## src/rtl/mips_imem_loader.sv

```systemverilog
// mips_imem_loader
//   Packs an incoming byte stream into 32-bit instruction words and writes
//   them to the instruction memory starting at word 0. The mips core is held
//   in reset until the final word of the program has been written.
//
//   Parameters:
//     ADDR_W     imem word-address width
//     MAX_WORDS  imem depth in words (<= 2**ADDR_W)
//     BIG_ENDIAN 1: first byte lands in wdata[31:24]; 0: first byte in wdata[7:0]
//
//   Ports:
//     clk, rst         clock; asynchronous active-high reset
//     in_valid/in_data/in_last/in_ready   byte stream (valid/ready handshake)
//     reload           restart a load from word 0 when in DONE or ERR
//     imem_we/imem_addr/imem_wdata        imem write port (one-cycle strobe)
//     core_rst         reset to the mips core, low only in DONE
//     load_done        program fully written
//     err_overflow     stream ran past MAX_WORDS (sticky until reload/rst)
//     word_count       words written during the current load
module mips_imem_loader #(
  parameter int ADDR_W     = 8,
  parameter int MAX_WORDS  = 256,
  parameter bit BIG_ENDIAN = 1'b1
) (
  input  logic              clk,
  input  logic              rst,
  input  logic              in_valid,
  input  logic [7:0]        in_data,
  input  logic              in_last,
  output logic              in_ready,
  input  logic              reload,
  output logic              imem_we,
  output logic [ADDR_W-1:0] imem_addr,
  output logic [31:0]       imem_wdata,
  output logic              core_rst,
  output logic              load_done,
  output logic              err_overflow,
  output logic [ADDR_W:0]   word_count
);

  typedef enum logic [1:0] {LOAD, WRITE, DONE, ERR} state_t;

  localparam logic [ADDR_W-1:0] LAST_PTR = ADDR_W'(MAX_WORDS - 1);
  localparam logic [ADDR_W-1:0] PTR_ONE  = ADDR_W'(1);
  localparam logic [ADDR_W:0]   WC_ONE   = (ADDR_W + 1)'(1);

  state_t            state, state_n;
  logic [1:0]        byte_cnt, byte_cnt_n;
  logic [1:0]        lane;
  logic [ADDR_W-1:0] word_ptr, word_ptr_n;
  logic [31:0]       buffer, buffer_n;
  logic              last_q, last_n;
  logic [ADDR_W:0]   word_count_n;
  logic [ADDR_W-1:0] imem_addr_n;
  logic [31:0]       imem_wdata_n;
  logic              in_ready_n, imem_we_n, core_rst_n, load_done_n, err_n;

  always_ff @(posedge clk or posedge rst) begin
    if (rst) begin
      state    <= LOAD;
      byte_cnt <= '0;
      word_ptr <= '0;
      buffer   <= '0;
      last_q   <= 1'b0;
    end else begin
      state    <= state_n;
      byte_cnt <= byte_cnt_n;
      word_ptr <= word_ptr_n;
      buffer   <= buffer_n;
      last_q   <= last_n;
    end
  end

  // Registered outputs are driven from the next state, so each flag is
  // valid in the very first cycle of the state it describes.
  always_ff @(posedge clk or posedge rst) begin
    if (rst) begin
      in_ready     <= 1'b0;
      imem_we      <= 1'b0;
      imem_addr    <= '0;
      imem_wdata   <= '0;
      core_rst     <= 1'b1;
      load_done    <= 1'b0;
      err_overflow <= 1'b0;
      word_count   <= '0;
    end else begin
      in_ready     <= in_ready_n;
      imem_we      <= imem_we_n;
      imem_addr    <= imem_addr_n;
      imem_wdata   <= imem_wdata_n;
      core_rst     <= core_rst_n;
      load_done    <= load_done_n;
      err_overflow <= err_n;
      word_count   <= word_count_n;
    end
  end

  always_comb begin
    state_n      = state;
    byte_cnt_n   = byte_cnt;
    word_ptr_n   = word_ptr;
    buffer_n     = buffer;
    last_n       = last_q;
    word_count_n = word_count;
    imem_addr_n  = imem_addr;
    imem_wdata_n = imem_wdata;
    lane         = BIG_ENDIAN ? ~byte_cnt : byte_cnt;

    unique case (state)
      LOAD: begin
        if (in_valid && in_ready) begin
          unique case (lane)
            2'd0: buffer_n[7:0]   = in_data;
            2'd1: buffer_n[15:8]  = in_data;
            2'd2: buffer_n[23:16] = in_data;
            2'd3: buffer_n[31:24] = in_data;
          endcase
          byte_cnt_n = byte_cnt + 2'd1;
          if (in_last) last_n = 1'b1;
          if (byte_cnt == 2'd3 || in_last) begin
            state_n      = WRITE;
            imem_addr_n  = word_ptr;
            imem_wdata_n = buffer_n;
          end
        end
      end
      WRITE: begin
        word_ptr_n   = word_ptr + PTR_ONE;
        word_count_n = word_count + WC_ONE;
        byte_cnt_n   = '0;
        buffer_n     = '0;
        last_n       = 1'b0;
        if (last_q)                  state_n = DONE;
        else if (word_ptr == LAST_PTR) state_n = ERR;
        else                         state_n = LOAD;
      end
      DONE, ERR: begin
        if (reload) begin
          state_n      = LOAD;
          word_ptr_n   = '0;
          word_count_n = '0;
          byte_cnt_n   = '0;
          buffer_n     = '0;
          last_n       = 1'b0;
        end
      end
      default: state_n = LOAD;
    endcase

    in_ready_n  = (state_n == LOAD);
    imem_we_n   = (state_n == WRITE);
    core_rst_n  = (state_n != DONE);
    load_done_n = (state_n == DONE);
    err_n       = (state_n == ERR);
  end

endmodule

```

## config.mk

```make
export PLATFORM = sky130hd
export DESIGN_NAME = mips_imem_loader
export DESIGN_NICKNAME = d
export VERILOG_FILES = /design/src/rtl/mips_imem_loader.sv
export SDC_FILE = /design/constraint.sdc
export NUM_CORES = 1
export LEC_CHECK = 0
export CAP_MARGIN = 20
export CORE_MARGIN = 8
export CORE_UTILIZATION = 40
export CTS_CLUSTER_SIZE = 8
export DETAILED_ROUTE_END_ITERATION = 7
export GPL_ROUTABILITY_DRIVEN = 0
export GPL_TIMING_DRIVEN = 0
export PLACE_DENSITY = 0.62
export SLEW_MARGIN = 20
export SYNTH_ARGS = -nofsm -noshare
export SYNTH_HDL_FRONTEND = slang
export SYNTH_SLANG_ARGS = --single-unit
```

## constraint.sdc

```tcl
create_clock -name clk -period 5.3 [get_ports clk]
set_clock_uncertainty 0.2 [all_clocks]
set_input_delay 1.325 -clock clk [delete_from_list [all_inputs] [get_ports clk]]
set_output_delay 1.325 -clock clk [all_outputs]
set_load 0.005 [all_outputs]
```

* Word-level counts from Yosys, hierarchy flattened
Index checks and enable logic that the tools add are counted.
Word-level totals: bits in registers 99, bits in latches 0, memory bits (writable) 0, bits in read-only memories 0, input port bits 13, output and inout bits 54, logic and storage cells 67, memories 0
Operators by class: $add $sub $neg 3, multipliers 0, divide/modulo/power cells 0, magnitude comparators 0, equality and inequality tests 15, shift-type cells 0, muxes and demuxes 24, bitwise logic cells 1, reductions and logical operators 11
Operators by type and width (count):
- $pmux W32 S3 | 1
- $mux W32 | 2
- $mux W8 | 5
- $pmux W9 S2 | 1
- $pmux W8 S2 | 1
- $eq A2 B2 Y1 const B | 7
- $mux W2 | 7
- $pmux W2 S3 | 2
- $add A9 B1 Y9 const B | 1
- $mux W9 | 1
- $add A8 B1 Y8 const B | 1
- $eq A8 B8 Y1 const B | 1
- $ne A2 B2 Y1 const B | 4
- $eq A2 B1 Y1 const B | 3
- $logic_not A2 Y1 | 3
- $reduce_and A3 Y1 | 2
- $reduce_and A2 Y1 | 2
- $mux W1 | 3
- $pmux W1 S3 | 1
- $add A2 B1 Y2 const B | 1
- $not A2 Y2 | 1
- $reduce_bool A2 Y1 | 1
- $reduce_or A2 Y1 | 1
- $logic_and A1 B1 Y1 | 1
- $logic_or A1 B1 Y1 | 1

* Depth between registers and ports, before layout
Gate-level depths: netlist of the first run.
word-level depth 6, depth in mapped cells 7, mapped depth without buffers 5

* Worst setup path before layout of the first run
OpenSTA, ideal clock, no wires.
path kind input to register, start point input port in_valid, end point register imem_addr[0], library setup time 0.125 ns, arrival time 2.323 ns, slack 2.653 ns, stages 6, cell sequence and2_0 -> clkbuf_2 -> o211a_1 -> buf_6 -> buf_6 -> mux2_2
On the way: word-level cells in the longest chain between the ends 2
RTL lines:
- start: declaration | line 27 | input logic in_valid,
- $logic_and A1 B1 Y1 | line 111 | if (in_valid && in_ready) begin
- $reduce_and A3 Y1 (no line)
- end signal: assignment | line 89 | imem_addr <= imem_addr_n;
- end: declaration | line 33 | output logic [ADDR_W-1:0] imem_addr,
Every way passes these cells. A chain may end at the register's enable or synchronous reset.

* Worst setup path in the final report of the first run
start point input port in_valid, end point register imem_wdata[6]
On the way: word-level cells in the longest chain between the ends 2
RTL lines:
- $logic_and A1 B1 Y1 | line 111
- $reduce_and A3 Y1 (no line)
- end signal: assignment | line 90 | imem_wdata <= imem_wdata_n;
- end: declaration | line 34 | output logic [31:0] imem_wdata,
Every way passes these cells.

==> results.py, run 1 <==
metrics = {
    "finish": {
        "layout-drive-gt1-share_pct": 26.1,
        "fin_cells": 557,
        "post-route-cell-area_um2": 5550,
        "final_cell_mix": "dfrtp_1 (98), mux2_2 (72), clkdlybuf4s50_1 (66)",
        "final_common_cell": "dfrtp_1",
        "layout.nets": 431,
        "syn2layout_area_growth_pct": 24.1,
        "diodes": 0,
    },
    "grt": {
        "grt_overflow": 0,
        "grt_max_degree": 63,
        "grt_pass1_wl_um": 16800,
        "grt_use_total_pct": 14.3,
        "antenna_found_initial": 0,
        "grt_pass1_vias": 3047,
    },
    "synth": {
        "synth_fa_ha_area_share_pct": 1.68,
        "synth_area_leader_cell": "dfrtp_1",
        "synth_edf_count": 0,
        "synthFlopType": "dfrtp_1",
        "yosysUniqueCellTypes": 48,
        "synth_top_family_by_area": "multiplexers",
        "synth_nets": 353,
        "synth_compound_area_share_pct": 12.6,
        "synth_area_per_cell_um2": 13.4,
        "synth_warnings": 0,
        "synth_area_leaders": "dfrtp_1 (55%), mux2_2 (18%), a22o_1 (6.5%), ha_1 (1.7%), nand2_1 (1.5%)",
        "synthArstFlopShare_pct": 100,
        "ys_seq_area_share_pct": 55.4,
        "synth-seq-cells": 99,
        "synthXorXnorAreaFrac_pct": 0.588,
        "muxShareOfSynthArea_pct": 19.5,
        "synthSimpleGateAreaFrac_pct": 7.11,
        "synthCells": 334,
        "netlist.area_leader.share_pct": 54.8,
        "syn_area_um2": 4470,
    },
    "setup_path": {
        "worstPathArrival_ns": 3.05,
        "path_class": "input port to flip-flop",
        "cp.required_ns": 5.35,
        "slowest_delay_ns": 0.54,
        "crit_fanout": 10,
        "crit_family": "buffers and inverters",
        "endpoint_kind": "flip-flop",
        "crit_start": "in_valid",
        "cp-start-kind": "input port",
        "cp.buffers_inverters": 4,
        "cp_cell_sequence": "clkdlybuf4s50_1 -> and2_0 -> clkbuf_2 -> o211a_1 -> buf_6 -> buf_6 -> mux2_2",
        "crit_top_cell": "buf_6",
        "slowest_stage": "clkdlybuf4s50_1",
        "rr_startpoint": "byte_cnt[0]$_DFFE_PP0P_",
    },
    "status": {
        "status": "completed",
    },
    "job": {
        "maxCapViolCount": 0,
    },
    "clocking": {
        "root_buffer": "clkbuf_8",
        "htree_levels": 3,
        "cts.hold.buffers_added": 0,
        "clkSlewWorstSetupHoldPaths_ns": 0.09,
        "cts_tree": "yes",
        "clk-insertion-delay-late_ns": 0.37,
        "postCtsSetupBuffers": 0,
        "clock-sinks": 99,
        "cts_buffer_depth": 2,
        "cts_inserted_buffers": 9,
        "post_cts_resized": 0,
    },
    "placement": {
        "dpl_cell_area_um2": 5340,
        "portBuffers": 66,
        "dp_hpwl_um": 7080,
        "placed_cells": 541,
        "dp_slack_ns": 1.91,
    },
    "timing": {
        "period_share_pct": 56.6,
        "tightestPinTransition_ns": 0.575,
        "hold_violations": 0,
        "setup_slack_ns": 2.30,
        "fmax_mhz": 333,
        "relSlewSlack_pct": 60.5,
        "slew_violations": 0,
        "rsz0062_at_grt": "no",
        "fin_tns_setup_ns": 0,
        "finalCriticalPeriod_ns": 3.00,
        "hold_ws_ns": 0.304,
        "setup_viol": 0,
    },
    "min_path": {
        "hold_path.startpoint": "buffer[27]$_DFFE_PP0P_",
        "holdCritPathClass": "flip-flop to flip-flop",
    },
    "pwr": {
        "leakagePower_uw": 0.00252,
        "p_per_area_nw_per_um2": 526,
        "ir_drop_uv": 219,
    },
    "drt": {
        "wl_per_cell_um": 18.4,
        "wirelength_um": 10200,
        "remaining_drc_errors": 0,
        "dr.first_iter.drc_count": 114,
        "ant_nets": 0,
        "via_per_inst": 5.34,
        "vias": 2976,
        "drtPass1Iterations": 4,
    },
    "floorplan": {
        "core.rowCount": 38,
        "io_pins": 67,
        "dieArea_um2": 14800,
        "core_area_um2": 10900,
        "die_h_um": 122,
        "fp.dieW_um": 122,
        "initial_core_util_pct": 41.1,
    },
}
==> final cells by class <==
cell class | instances | area (um2)
fillers | 953 | 5340
clock inverters | 6 | 72.6
repair buffers | 67 | 688
clock buffers | 10 | 138
flip-flops and latches | 99 | 2480
multi-input cells | 211 | 1860
inverters | 3 | 16.3
plain buffers | 21 | 126
well taps | 140 | 175
==> report_power, final <==
| group | internal [uW] | switching (uW) |
|---|---|---|
| clock network | 236 | 277 |
| logic | 702 | 484 |
| registers | 1030 | 189 |
==> per-layer routing <==
layer	GRT usage (%)	wire length, um	vias up
met3	3.29	469	13
met4	4.86	144	0
met5	0	0	-
li1	-	-	1399
met2	21.8	4660	62
met1	19.6	4960	1502
==> logic make-up after synthesis <==
logic type	count (synthesis)
flip-flops	99
multiplexers	78
AO/OA/AOI/OAI	68
AND/OR/NAND/NOR	56
buffers and inverters	24
adder cells (fa/ha/maj)	6
XOR/XNOR	3
==> cells in the mapped netlist, drive strengths merged, types with 2 or more instances <==
cell type,n
dfrtp,98
mux2,72
a22o,33
nand2,18
o21ai,16
clkbuf,12
and3,9
buf,9
ha,6
mux2i,6
nand2b,5
nand4,4
and2,3
inv,3
nand3,3
o311ai,3
o41ai,3
a21boi,2
a21oi,2
nor2b,2
nor4b,2
o31ai,2
xor2,2
==> registers in the layout, summed over array words and instances (netlist names) <==
register,cells
buffer,32
imem_addr,8
load_done,1
state,2
word_ptr,8
imem_wdata,32
imem_we,1
byte_cnt,2
last_q,1
word_count,9
err_overflow,1
core_rst,1
in_ready,1
==> path summary, 6_finish.rpt <==
path                       depth (start not counted)                    endpoint  slack (ns)
max                                                7   imem_wdata[6]$_DFFE_PP0P_        2.30
min                                                1      buffer[27]$_DFFE_PP0P_        0.30
max reg2reg                                        6      buffer[25]$_DFFE_PP0P_        3.13
min reg2reg                                        1      buffer[27]$_DFFE_PP0P_        0.30
max in group asynchronous                          3      buffer[29]$_DFFE_PP0P_        3.14
min in group asynchronous                          2  imem_wdata[23]$_DFFE_PP0P_        1.12
==> metrics by stage <==
step           total power, uW  util [%]
6_report                  2920      51.0
3_5_place_dp              2430      49.0
4_1_cts                   2960      51.0
5_1_grt                   3110      51.0
3_3_place_gp              2410      48.7
2_1_floorplan             1930         -
Note: power is estimated with default switching activity, not from simulation.
==> inputs of run 2 (changes only) <==
--- a/config.mk
+++ b/config.mk
@@ -12,7 +12,7 @@
 export DETAILED_ROUTE_END_ITERATION = 7
 export GPL_ROUTABILITY_DRIVEN = 0
 export GPL_TIMING_DRIVEN = 0
-export PLACE_DENSITY = 0.62
+export PLACE_DENSITY = 0.64
 export SLEW_MARGIN = 20
 export SYNTH_ARGS = -nofsm -noshare
 export SYNTH_HDL_FRONTEND = slang
==> constraint.sdc (replaced) <==
create_clock -name clk -period 2.5 [get_ports clk]
set_clock_uncertainty 0.2 [all_clocks]
set_input_delay 0.625 -clock clk [delete_from_list [all_inputs] [get_ports clk]]
set_output_delay 0.625 -clock clk [all_outputs]
set_load 0.005 [all_outputs]
==> results.py, run 2 (same netlist as run 1, synthesis figures left out) <==
metrics = {
    "status": {
        "status": "completed",
    },
    "min_path": {
        "holdCritPathClass": "flip-flop to flip-flop",
    },
    "floorplan": {
        "core_area_um2": 10900,
        "io_pins": 67,
        "fp.dieW_um": 122,
        "dieArea_um2": 14800,
        "initial_core_util_pct": 41.1,
        "die_h_um": 122,
        "core.rowCount": 38,
    },
    "drt": {
        "wirelength_um": 10300,
        "via_per_inst": 5.36,
        "remaining_drc_errors": 0,
        "dr.first_iter.drc_count": 180,
        "vias": 2996,
        "wl_per_cell_um": 18.3,
        "ant_nets": 0,
        "drtPass1Iterations": 4,
    },
    "timing": {
        "relSlewSlack_pct": 60.5,
        "setup_slack_ns": 0.167,
        "hold_violations": 0,
        "finalCriticalPeriod_ns": 2.33,
        "tightestPinTransition_ns": 0.575,
        "fmax_mhz": 429,
        "period_share_pct": 93.3,
        "slew_violations": 0,
        "rsz0062_at_grt": "no",
        "setup_viol": 0,
    },
    "clocking": {
        "clkSlewWorstSetupHoldPaths_ns": 0.09,
        "cts.hold.buffers_added": 0,
        "post_cts_resized": 0,
        "clk-insertion-delay-late_ns": 0.36,
        "clock-sinks": 99,
        "postCtsSetupBuffers": 0,
        "cts_buffer_depth": 2,
        "htree_levels": 3,
        "cts_tree": "yes",
        "root_buffer": "clkbuf_8",
        "cts_inserted_buffers": 9,
    },
    "finish": {
        "syn2layout_area_growth_pct": 25.5,
        "final_cell_mix": "dfrtp_1 (98), mux2_2 (72), clkdlybuf4s50_1 (66)",
        "fin_cells": 559,
        "reg.largest.list": "buffer: 32 flops, imem_wdata: 32 flops, word_count: 9 flops",
        "layout.nets": 433,
        "final_common_cell": "dfrtp_1",
        "fill_cells": 982,
        "layout-drive-gt1-share_pct": 26.5,
        "diodes": 0,
    },
    "pwr": {
        "p_per_area_nw_per_um2": 1120,
        "leakagePower_uw": 0.00255,
        "ir_drop_uv": 482,
    },
    "placement": {
        "dp_hpwl_um": 7190,
        "placed_cells": 543,
        "portBuffers": 66,
        "dp_slack_ns": -0.199,
    },
    "setup_path": {
        "crit_fanout": 10,
        "path_class": "input port to flip-flop",
        "cp-start-kind": "input port",
        "cp.required_ns": 2.55,
        "worstPathArrival_ns": 2.38,
        "endpoint_kind": "flip-flop",
    },
    "grt": {
        "grt_pass1_vias": 3142,
        "grt_overflow": 0,
        "grt_use_total_pct": 14.4,
        "grt_max_degree": 35,
        "antenna_found_initial": 0,
        "grt_pass1_wl_um": 16800,
    },
    "job": {
        "maxCapViolCount": 0,
    },
}
-- run 2: cell count changes in the layout (fill, tap and decap cells not counted) --
cell       change
clkinv_2       +3
clkinv_4       -3
inv_6          -2
buf_12         +1
buf_16         +1
bufinv_16      +1
clkbuf_8       +1
-- run 2: per-layer routing --
layer  vias to the layer above  wire length, um  global-route usage, %
met4                         0              129                   4.09
met1                      1521             4850                   19.0
li1                       1399                -                      -
met5                         -                0                      0
met2                        64             4780                   22.6
met3                        12              490                   4.30
-- run 2: power by group --
part	switching (uW)	total, uW	internal, uW
sequential	405	2590	2190
combinational	1030	2530	1500
clock	536	1150	614
total	1970	6270	4300
-- run 2: area by class of cell --
class | count | area [um2] | area share (%)
inverter | 3 | 15.0 | 0.267
sequential | 99 | 2480 | 44.2
timing repair buffer | 69 | 736 | 13.1
multi-input combinational | 211 | 1860 | 33.1
clock buffer | 11 | 151 | 2.70
tap | 140 | 175 | 3.12
buffer | 21 | 126 | 2.25
clock inverter | 5 | 75.1 | 1.34
-- run 2: metrics by stage --
| step | area (um2) | hold WS [ns] | setup TNS [ns] | total power, uW | util [%] |
|---|---|---|---|---|---|
| after floorplan | 4480 | 0.262 | 0 | 4090 | - |
| after global placement | 5310 | 0.279 | -57.41 | 5090 | 48.8 |
| after detailed placement | 5390 | 0.280 | -6.64 | 5180 | 49.5 |
| after CTS | 5610 | 0.308 | 0 | 6370 | 51.6 |
| after global routing | 5610 | 0.319 | 0 | 6700 | 51.6 |
| final | 5610 | 0.302 | 0 | 6270 | 51.6 |
-- run 2: final timing paths --
check	from	endpoint	slack [ns]	depth (start not counted)
max in group asynchronous	rst	core_rst$_DFF_PP1_	0.89	4
worst max-delay path	in_valid	imem_wdata[13]$_DFFE_PP0P_	0.17	7
worst max register to register	byte_cnt[0]$_DFFE_PP0P_	buffer[24]$_DFFE_PP0P_	0.28	6
worst min-delay path	buffer[8]$_DFFE_PP0P_	buffer[8]$_DFFE_PP0P_	0.30	1
worst min register to register	buffer[8]$_DFFE_PP0P_	buffer[8]$_DFFE_PP0P_	0.30	1
min in group asynchronous	rst	imem_wdata[14]$_DFFE_PP0P_	0.46	2
-- run 2: worst max-delay path: stages --
cell and delay (ns):
clkdlybuf4s50_1 0.56, and2_0 0.15, clkbuf_2 0.19, o211a_1 0.18, buf_6 0.15, buf_6 0.17
mux2_2 0.35
